`config.mk`:
```
export PLATFORM = sky130hd
export DESIGN_NAME = csr_trap_unit
export DESIGN_NICKNAME = d
export VERILOG_FILES = /design/src/rtl/csr_trap_unit.sv
export SDC_FILE = /design/constraint.sdc
export NUM_CORES = 1
export LEC_CHECK = 0
export BUFFER_PORTS_ARGS = -buffer_cell sky130_fd_sc_hd__buf_2
export CORE_AREA = 4 4 414 416
export CTS_CLUSTER_SIZE = 25
export DETAILED_ROUTE_END_ITERATION = 6
export DIE_AREA = 0 0 418 420
export GPL_TIMING_DRIVEN = 0
export HOLD_SLACK_MARGIN = 0.1
export PLACE_DENSITY = 0.48
export SYNTH_ARGS = -nofsm -noshare
export SYNTH_HDL_FRONTEND = slang
export SYNTH_SLANG_ARGS = --single-unit
```
`constraint.sdc`:
```
create_clock -name clk -period 2.1 [get_ports clk]
set_input_delay 0.105 -clock clk [delete_from_list [all_inputs] [get_ports clk]]
set_output_delay 0.105 -clock clk [all_outputs]
set_load 0.02 [all_outputs]
```
`src/rtl/csr_trap_unit.sv`:
```
// Machine-mode CSR file with trap/interrupt sequencing and a registered fetch redirect.
// Define CSR_VECTORED_TRAP_EN to make mtvec MODE writable and vector interrupts.
module csr_trap_unit #(
    parameter logic [63:0] HARTID = 64'd0,
    parameter int          CNT_W  = 64
) (
    input  logic        clk,
    input  logic        reset,
    input  logic [1:0]  csr_op,
    input  logic [11:0] csr_addr,
    input  logic [63:0] csr_wsrc,
    output logic [63:0] csr_rdata,
    input  logic        commit_valid,
    input  logic        exc_valid,
    input  logic [5:0]  exc_cause,
    input  logic [63:0] exc_pc,
    input  logic [63:0] exc_tval,
    input  logic        int_take,
    input  logic [63:0] int_pc,
    input  logic        mret_valid,
    input  logic        irq_msip,
    input  logic        irq_mtip,
    input  logic        irq_meip,
    output logic        int_req,
    output logic        redirect_valid,
    output logic [63:0] redirect_pc,
    input  logic        redirect_ready,
    output logic [1:0]  priv_out,
    output logic [63:0] mstatus_out,
    output logic [63:0] mtvec_out,
    output logic [63:0] mepc_out,
    output logic [63:0] mcause_out,
    output logic [63:0] mtval_out,
    output logic [63:0] mip_out,
    output logic [63:0] mie_out,
    output logic [63:0] mscratch_out,
    output logic [63:0] mcycle_out,
    output logic [63:0] minstret_out
);
    localparam logic [11:0] A_MSTATUS  = 12'h300;
    localparam logic [11:0] A_MIE      = 12'h304;
    localparam logic [11:0] A_MTVEC    = 12'h305;
    localparam logic [11:0] A_MSCRATCH = 12'h340;
    localparam logic [11:0] A_MEPC     = 12'h341;
    localparam logic [11:0] A_MCAUSE   = 12'h342;
    localparam logic [11:0] A_MTVAL    = 12'h343;
    localparam logic [11:0] A_MIP      = 12'h344;
    localparam logic [11:0] A_MCYCLE   = 12'hB00;
    localparam logic [11:0] A_MINSTRET = 12'hB02;
    localparam logic [11:0] A_MHARTID  = 12'hF14;

    localparam logic [1:0] OP_NONE = 2'b00;
    localparam logic [1:0] OP_RW   = 2'b01;
    localparam logic [1:0] OP_RS   = 2'b10;

    typedef enum logic {S_IDLE, S_REDIRECT} state_t;
    state_t state;

    logic [1:0]       priv;
    logic             st_mie;
    logic             st_mpie;
    logic [1:0]       st_mpp;
    logic [63:0]      mtvec, mepc, mcause, mtval, mie, mscratch;
    logic [2:0]       irq_q;
    logic [CNT_W-1:0] mcycle, minstret;

    logic [63:0] mstatus_val, mip_val, mcycle_ext, minstret_ext;
    logic [63:0] pending, csr_wdata, trap_target, mtvec_next;
    logic [5:0]  int_code;
    logic        idle, exc_acc, int_acc, mret_acc, csr_we;

    assign mstatus_val = {51'd0, st_mpp, 3'd0, st_mpie, 3'd0, st_mie, 3'd0};
    assign mip_val     = {52'd0, irq_q[2], 3'd0, irq_q[1], 3'd0, irq_q[0], 3'd0};

    always_comb begin
        mcycle_ext                = '0;
        minstret_ext              = '0;
        mcycle_ext[CNT_W-1:0]     = mcycle;
        minstret_ext[CNT_W-1:0]   = minstret;
    end

    assign pending = mip_val & mie & 64'h888;
    assign int_req = (|pending) && (st_mie || priv != 2'd3);

    // Highest-priority pending source: MEI, then MSI, then MTI.
    always_comb begin
        int_code = 6'd7;
        if (pending[11])
            int_code = 6'd11;
        else if (pending[3])
            int_code = 6'd3;
    end

    assign idle     = (state == S_IDLE);
    assign exc_acc  = idle && exc_valid;
    assign int_acc  = idle && !exc_valid && int_take && int_req;
    assign mret_acc = idle && !exc_valid && !int_acc && mret_valid;
    assign csr_we   = (csr_op != OP_NONE) && !exc_acc && !int_acc && !mret_acc;

    always_comb begin
        csr_rdata = '0;
        case (csr_addr)
            A_MSTATUS:  csr_rdata = mstatus_val;
            A_MIE:      csr_rdata = mie;
            A_MTVEC:    csr_rdata = mtvec;
            A_MSCRATCH: csr_rdata = mscratch;
            A_MEPC:     csr_rdata = mepc;
            A_MCAUSE:   csr_rdata = mcause;
            A_MTVAL:    csr_rdata = mtval;
            A_MIP:      csr_rdata = mip_val;
            A_MCYCLE:   csr_rdata = mcycle_ext;
            A_MINSTRET: csr_rdata = minstret_ext;
            A_MHARTID:  csr_rdata = HARTID;
            default:    csr_rdata = '0;
        endcase
    end

    always_comb begin
        csr_wdata = csr_rdata & ~csr_wsrc;
        if (csr_op == OP_RW)
            csr_wdata = csr_wsrc;
        else if (csr_op == OP_RS)
            csr_wdata = csr_rdata | csr_wsrc;
    end

`ifdef CSR_VECTORED_TRAP_EN
    // MODE is WARL: only direct (0) and vectored (1) are retained.
    assign mtvec_next = {csr_wdata[63:2], 1'b0, csr_wdata[1:0] == 2'b01};

    always_comb begin
        trap_target = {mtvec[63:2], 2'b00};
        if (!exc_valid && mtvec[1:0] == 2'b01)
            trap_target = {mtvec[63:2], 2'b00} + {56'd0, int_code, 2'b00};
    end
`else
    assign mtvec_next  = {csr_wdata[63:2], 2'b00};
    assign trap_target = {mtvec[63:2], 2'b00};
`endif

    // Trap entry and MRET pre-empt a same-cycle CSR write; counters write-over-increment.
    always_ff @(posedge clk) begin
        if (reset) begin
            priv     <= 2'd3;
            st_mie   <= 1'b0;
            st_mpie  <= 1'b0;
            st_mpp   <= 2'd0;
            mtvec    <= '0;
            mepc     <= '0;
            mcause   <= '0;
            mtval    <= '0;
            mie      <= '0;
            mscratch <= '0;
            irq_q    <= '0;
            mcycle   <= '0;
            minstret <= '0;
        end else begin
            irq_q  <= {irq_meip, irq_mtip, irq_msip};
            mcycle <= mcycle + CNT_W'(1);
            if (commit_valid)
                minstret <= minstret + CNT_W'(1);
            if (exc_acc || int_acc) begin
                mepc    <= (exc_acc ? exc_pc : int_pc) & ~64'h3;
                mcause  <= exc_acc ? {58'd0, exc_cause} : {1'b1, 57'd0, int_code};
                mtval   <= exc_acc ? exc_tval : 64'd0;
                st_mpie <= st_mie;
                st_mie  <= 1'b0;
                st_mpp  <= priv;
                priv    <= 2'd3;
            end else if (mret_acc) begin
                st_mie  <= st_mpie;
                st_mpie <= 1'b1;
                priv    <= st_mpp;
                st_mpp  <= 2'd0;
            end else if (csr_we) begin
                case (csr_addr)
                    A_MSTATUS: begin
                        st_mie  <= csr_wdata[3];
                        st_mpie <= csr_wdata[7];
                        st_mpp  <= csr_wdata[12:11];
                    end
                    A_MIE:      mie      <= csr_wdata & 64'h888;
                    A_MTVEC:    mtvec    <= mtvec_next;
                    A_MSCRATCH: mscratch <= csr_wdata;
                    A_MEPC:     mepc     <= csr_wdata & ~64'h3;
                    A_MCAUSE:   mcause   <= csr_wdata;
                    A_MTVAL:    mtval    <= csr_wdata;
                    A_MCYCLE:   mcycle   <= csr_wdata[CNT_W-1:0];
                    A_MINSTRET: minstret <= csr_wdata[CNT_W-1:0];
                    default: ;
                endcase
            end
        end
    end

    always_ff @(posedge clk) begin
        if (reset) begin
            state          <= S_IDLE;
            redirect_valid <= 1'b0;
            redirect_pc    <= '0;
        end else begin
            case (state)
                S_IDLE: begin
                    if (exc_acc || int_acc) begin
                        state          <= S_REDIRECT;
                        redirect_valid <= 1'b1;
                        redirect_pc    <= trap_target;
                    end else if (mret_acc) begin
                        state          <= S_REDIRECT;
                        redirect_valid <= 1'b1;
                        redirect_pc    <= mepc;
                    end
                end
                S_REDIRECT: begin
                    if (redirect_ready) begin
                        state          <= S_IDLE;
                        redirect_valid <= 1'b0;
                    end
                end
                default: state <= S_IDLE;
            endcase
        end
    end

    assign priv_out     = priv;
    assign mstatus_out  = mstatus_val;
    assign mtvec_out    = mtvec;
    assign mepc_out     = mepc;
    assign mcause_out   = mcause;
    assign mtval_out    = mtval;
    assign mip_out      = mip_val;
    assign mie_out      = mie;
    assign mscratch_out = mscratch;
    assign mcycle_out   = mcycle_ext;
    assign minstret_out = minstret_ext;
endmodule
```
Word-level counts from Yosys, hierarchy flattened
Index checks and enable logic that the tools add are counted.
{"block": "word_totals", "in_bits": 286, "word_cells": 129, "register_bits": 522}
{"block": "op_classes", "n_eq_ne": 16, "mux": 50, "n_reduce_logical": 38, "n_addsub": 2, "bitwise": 7}
{"cell": "two-way mux 64 bit", "n": 28}
{"cell": "case mux 64 bit (10 select lines)", "n": 1}
{"cell": "adder 64 x 1 -> 64 bit (second input constant)", "n": 2}
{"cell": "== test 12 x 10 -> 1 bit (second input constant)", "n": 8}
{"cell": "AND 64 bit", "n": 1}
{"cell": "inverter 64 bit", "n": 1}
{"cell": "OR 64 bit", "n": 1}
{"cell": "== test 12 bit (second input constant)", "n": 2}
{"cell": "nonzero test 2 bit", "n": 8}
{"cell": "two-way mux 1 bit", "n": 13}
{"cell": "AND 12 bit", "n": 1}
{"cell": "AND reduction 4 bit", "n": 3}
{"cell": "logical AND 1 bit", "n": 10}
{"cell": "AND reduction 3 bit", "n": 3}
{"cell": "two-way mux 2 bit", "n": 4}
{"cell": "AND reduction 2 bit", "n": 4}
{"cell": "nonzero test 3 bit", "n": 2}
{"cell": "zero test 1 bit", "n": 4}
{"cell": "two-way mux 4 bit", "n": 1}
{"cell": "inequality test 2 bit (second input constant)", "n": 2}
{"cell": "case mux 1 bit (2 select lines)", "n": 2}
{"cell": "two-way mux 3 bit", "n": 1}
{"cell": "inequality test 3 x 1 -> 1 bit (second input constant)", "n": 1}
{"cell": "inverter 1 bit", "n": 3}
{"cell": "6 further kinds", "n": 7}

Longest topological paths before layout
{"block": "logic_depth", "ltp_word": 12, "depth_mapped": 12}

Least setup slack after synthesis
OpenSTA, ideal clock, no wires.
{"block": "synth_path", "kind": "register to register", "start": "register mie[11], in the netlist mie_out[11]", "end": "register st_mpie", "setup_slack_ns": -0.403, "required_ns": 1.979, "arrival_time_ns": 2.382, "path_stages_with_launch": 9, "n_path_buf": 2, "synth_period_minus_slack_ns": 2.503, "path_cell_list": "dfxtp_1 a222oi_1 nor2_1 nand2_1 nand3_1 buf_2 buf_1 nor4bb_1 nor2_1"}
{"block": "synth_via", "elab_chain_len": 11}
{"item": "start: declaration", "line_no": "63", "rtl": "logic [63:0] mtvec, mepc, mcause, mtval, mie, mscratch;"}
{"item": "start signal: assignment", "line_no": "181", "rtl": "A_MIE: mie <= csr_wdata & 64'h888;"}
{"item": "AND 12 bit *", "line_no": "82", "rtl": "assign pending = mip_val & mie & 64'h888;"}
{"item": "OR reduction 3 bit *", "line_no": "83", "rtl": "assign int_req = (|pending) && (st_mie || priv != 2'd3);"}
{"item": "logical AND 1 bit *", "line_no": "83"}
{"item": "named net int_req", "line_no": "24", "rtl": "output logic int_req,"}
{"item": "logical AND 1 bit *", "line_no": "96", "rtl": "assign int_acc = idle && !exc_valid && int_take && int_req;"}
{"item": "zero test 1 bit", "line_no": "97, 98"}
{"item": "logical AND 1 bit (2 in a row)", "line_no": "97", "rtl": "assign mret_acc = idle && !exc_valid && !int_acc && mret_valid;"}
{"item": "zero test 1 bit", "line_no": "98", "rtl": "assign csr_we = (csr_op != OP_NONE) && !exc_acc && !int_acc && !mret_acc;"}
{"item": "logical AND 1 bit", "line_no": "98"}
{"item": "nonzero test 3 bit (no line)"}
{"item": "AND reduction 2 bit (no line)"}
{"item": "end signal: assignment", "line_no": "165", "rtl": "st_mpie <= st_mie;"}
{"item": "end signal: assignment", "line_no": "178", "rtl": "st_mpie <= csr_wdata[7];"}
{"item": "end: declaration", "line_no": "61", "rtl": "logic st_mpie;"}
Mark *: on every way through the listed nets, which the timed path passes. The rest lies on a longest branch.
A chain may end at the register's enable or synchronous reset.

Worst setup path after layout
{"block": "layout_path", "start": "register mepc[31], in the netlist mepc_out[31]", "end": "register mtvec[31], in the netlist mtvec_out[31]"}
{"block": "layout_via", "elab_chain_len": 4}
{"item": "start: declaration", "line_no": "63"}
{"item": "start signal: assignment", "line_no": "162", "rtl": "mepc <= (exc_acc ? exc_pc : int_pc) & ~64'h3;"}
{"item": "start signal: assignment", "line_no": "184", "rtl": "A_MEPC: mepc <= csr_wdata & ~64'h3;"}
{"item": "case mux 64 bit (10 select lines) *", "line_no": "102", "rtl": "case (csr_addr)"}
{"item": "AND 64 bit or OR 64 bit (tied branches)", "line_no": "119, 123"}
{"item": "two-way mux 64 bit *", "line_no": "122", "rtl": "else if (csr_op == OP_RS)"}
{"item": "two-way mux 64 bit *", "line_no": "120", "rtl": "if (csr_op == OP_RW)"}
{"item": "end signal: assignment", "line_no": "182", "rtl": "A_MTVEC: mtvec <= mtvec_next;"}
{"item": "end: declaration", "line_no": "63"}
Every way passes the cells marked *; elsewhere a longest branch is shown, timed or not.

==> summary.txt <==
Run status
  • Status: finished, violations left
  • Failing checks: DRC, capacitance limit, slew limit, setup timing

Synth
  • Post-Syn Instances: 3496
  • Syn avg cell area: ~8.3 µm²
  • Synth cell types: 93
  • Register area share after synthesis: between 30 and 40%
  • Synth area leader: dfxtp_1
  • Ys flop type: dfxtp_1
  • Top cell type's share of synthesized area: around 36%
  • Yosys synthesis warning count: 0
  • #FFs+latches synth: between 500 and 600
  • Top-count cell post-synth: dfxtp_1
  • Ys async rst share: 0%
  • Post-synth top cells: dfxtp_1, nand2_1, nor2_1
  • EDFF count, synth: 0
  • Area contributors post-synth: dfxtp_1, a211oi_1, buf_4
  • Synthesized area: slightly below 0.03 mm²

Setup path
  • Crit path kind: reg2reg
  • Max FO, Critical Path: 7
  • R2r setup slk: -0.49 ns
  • Critical path required time: about 2.7 ns
  • CP startpoint kind: register
  • Worst EP arrival: between 3 and 4 ns
  • Worst reg2reg path depth: 7
  • Crit. End Element: register

Die
  • Die area: 0.176 mm²
  • Boundary pin count: around 1100
  • Die width: 418 µm
  • Die height: 420 µm
  • Initial Util: 17.4%
  • Core ar.: roughly 0.17 mm²
  • Row Count: 150

Place
  • Hpwl dp: between 200 and 250 mm
  • Final GP Congestion: around 1.0
  • DP Worst Slack: -2.78 ns
  • Port Buffers: approximately 860

Power and ir drop
  • Overall power: between 0.03 and 0.04 W
  • Reported leakage power: around 22 nW
  • Reg power frac: 34.2%
  • Combinational power share: a little under a quarter
  • Peak VDD IR: ~600 µV
  • Clk pwr share: between 40% and 50%
  • Sw frac: 35.3%
  • Pint: roughly 0.02 W
  • P per Cell Area: slightly above 600 mW/mm²
  • Psw: 0.0109 W

Global route
  • Remaining Overflow, GRT: 0
  • Vias in the first global route: about 36000
  • Total track usage: roughly a third
  • Antenna violations before repair: 58
  • Largest net degree at the start of global routing: 13
  • First-pass GRT wire length: roughly 390 mm

Route
  • First-pass DRT Iterations: 7
  • 1st-iter DRT viols: around 5000
  • Routed vias: approximately 39000
  • Routed Antenna Nets: 0
  • Drt drc: 1
  • Routed WL per cell: roughly 42 µm
  • Vias per inst: around 5.3
  • WL final: between 300 and 400 mm

Clocking
  • Max H-tree Level: 3
  • Clk buf depth: 3
  • CTS Buf Count: 72
  • Sink Count: 520
  • CTS root buf: clkbuf_16
  • Clk slew on worst S/H paths: 0.07 ns
  • Clk_lat worst skew: 0.72 ns
  • TritonCTS clock tree: built

Finish
  • Share of post-route cells with drive strength above 1: 43.6%
  • Final #Nets: ~5400
  • Final core occ: roughly 30%
  • Layout Area Growth over Synthesis: 73.1%

STA
  • Max Clock Skew: 0.0496 ns
  • Final min period: approximately 2.6 ns
  • Final hold violation count: 0
  • Fmax: between 300 and 400 MHz
  • Max-slew violation count: 22
  • Final setup fails: around 580
  • RSZ-0062 raised after global routing: true
  • Final period util: 123%
  • Slew margin rel.: -9.70%
  • Slew @ Worst Pin: about 1.6 ns
  • Worst Slack Setup Final: -0.493 ns

Worst hold path
  • HP Class: in2reg
  • Hold path depth: 4

Flow run
  • Max-Cap Viols: 3
[state kept, by name, indices dropped and copies added (netlist names), 3 cells and up]
name          cells
mcause_out       64
mcycle_out       64
minstret_out     64
mscratch_out     64
mtval_out        64
mepc_out         62
mtvec_out        62
redirect_pc      62
irq_q             3
mie_out           3
[power groups by stage]
stage	Clock (W)	Combinational, W	Sequential, W
2_1_floorplan	0	0.00227	0.0110
5_1_grt	0.0136	0.00711	0.0106
6_report	0.0133	0.00706	0.0106
3_5_place_dp	0	0.00521	0.0108
4_1_cts	0.0133	0.00648	0.0106
3_3_place_gp	0	0.00519	0.0108
[kinds of logic (layout without fill, tap and decap cells)]
kind of cell,after synthesis,in the layout,share of synthesized area (%)
mux,176,176,6.59
xor+xnor,189,189,5.69
flops,520,520,35.8
fa+ha+maj,2,2,0.0859
other cells,1,228,0.0129
simple gates,1028,1028,16.6
compound gates,1081,1081,25.5
buf+inv,499,2021,9.74
[metrics by stage]
stage               hold WS (ns)   TNS, ns  area (µm²)  std cells
CTS                       0.0222   -153.66       47400       7317
detailed placement         0.324  -1072.14       37200       6753
finish                     0.138   -160.36       50400       7449
global placement           0.323  -1370.46       37200       6749
floorplan                  0.221    -60.62       30100       3683
global route               0.147   -170.56       50400       7432
[critical path, cell delays in order, from the launching register on]
cell	delay (ns)
dfxtp_4	0.43
mux2_2	0.29
a22oi_1	0.15
a21o_2	0.37
a31oi_2	0.19
o21ai_2	0.70
o21a_1	0.23
nor2_1	0.04
[repair_timing]
item,in CTS,in global routing
hold buffers,259,2
gates resized for setup,894,599
buffers inserted,165,84
hold endpoints to repair,392,9
endpoints found under the setup margin,580,579
pin swaps,98,149
gates cloned,17,14
[area by class of cell]
| cell class | count | area (µm²) |
|---|---|---|
| Clock buffer | 93 | 2010 |
| Timing Repair Buffer | 1406 | 10400 |
| Tap cell | 2204 | 2760 |
| Buffer | 465 | 4790 |
| Clock inverter | 32 | 424 |
| Fill cell | 17800 | 117000 |
| Sequential cell | 520 | 10600 |
| Multi-Input combinational cell | 2664 | 19200 |
| Antenna cell | 40 | 100 |
| Inverter | 25 | 98.8 |
[placed cells by master, fill, tap and decap left out, types with 32 or more instances in the layout]
cell           count
buf_12            98
dfxtp_2           48
clkbuf_16        103
o21ai_1           61
o22a_1            33
clkbuf_1          52
a22oi_1           91
dlygate4sd3_1    261
o21ai_0          148
dfxtp_1          434
a211oi_1         145
a21oi_1          128
nand2_2           39
nor2_2            33
xnor2_1          146
clkbuf_8          33
a2bb2oi_1         34
nor3_1            54
a211oi_2          69
buf_6             92
nand4_1           56
xor2_1            42
buf_4            375
o21ai_2           60
nor2_4            32
buf_2            848
conb_1           188
nand2_1          262
diode_2           40
dfxtp_4           38
mux2i_1          133
nor2_1           271
nand3_1           86
buf_8             36
[layer usage]
layer | wire length, µm | GRT usage, %
met3 | 31800 | 11.4
met2 | 138000 | 52.8
met5 | 69 | 0.111
met4 | 36600 | 31.1
met1 | 110000 | 36.4
[final timing paths]
path / startpoint / to
setup / recovery: mepc_out[31] / mtvec_out[31]
hold / removal: csr_wsrc[54] / mscratch_out[54]
setup reg to reg: mepc_out[31] / mtvec_out[31]
hold reg to reg: mscratch_out[36] / mscratch_out[36]
No activity file was read; power rests on OpenSTA's default activity.
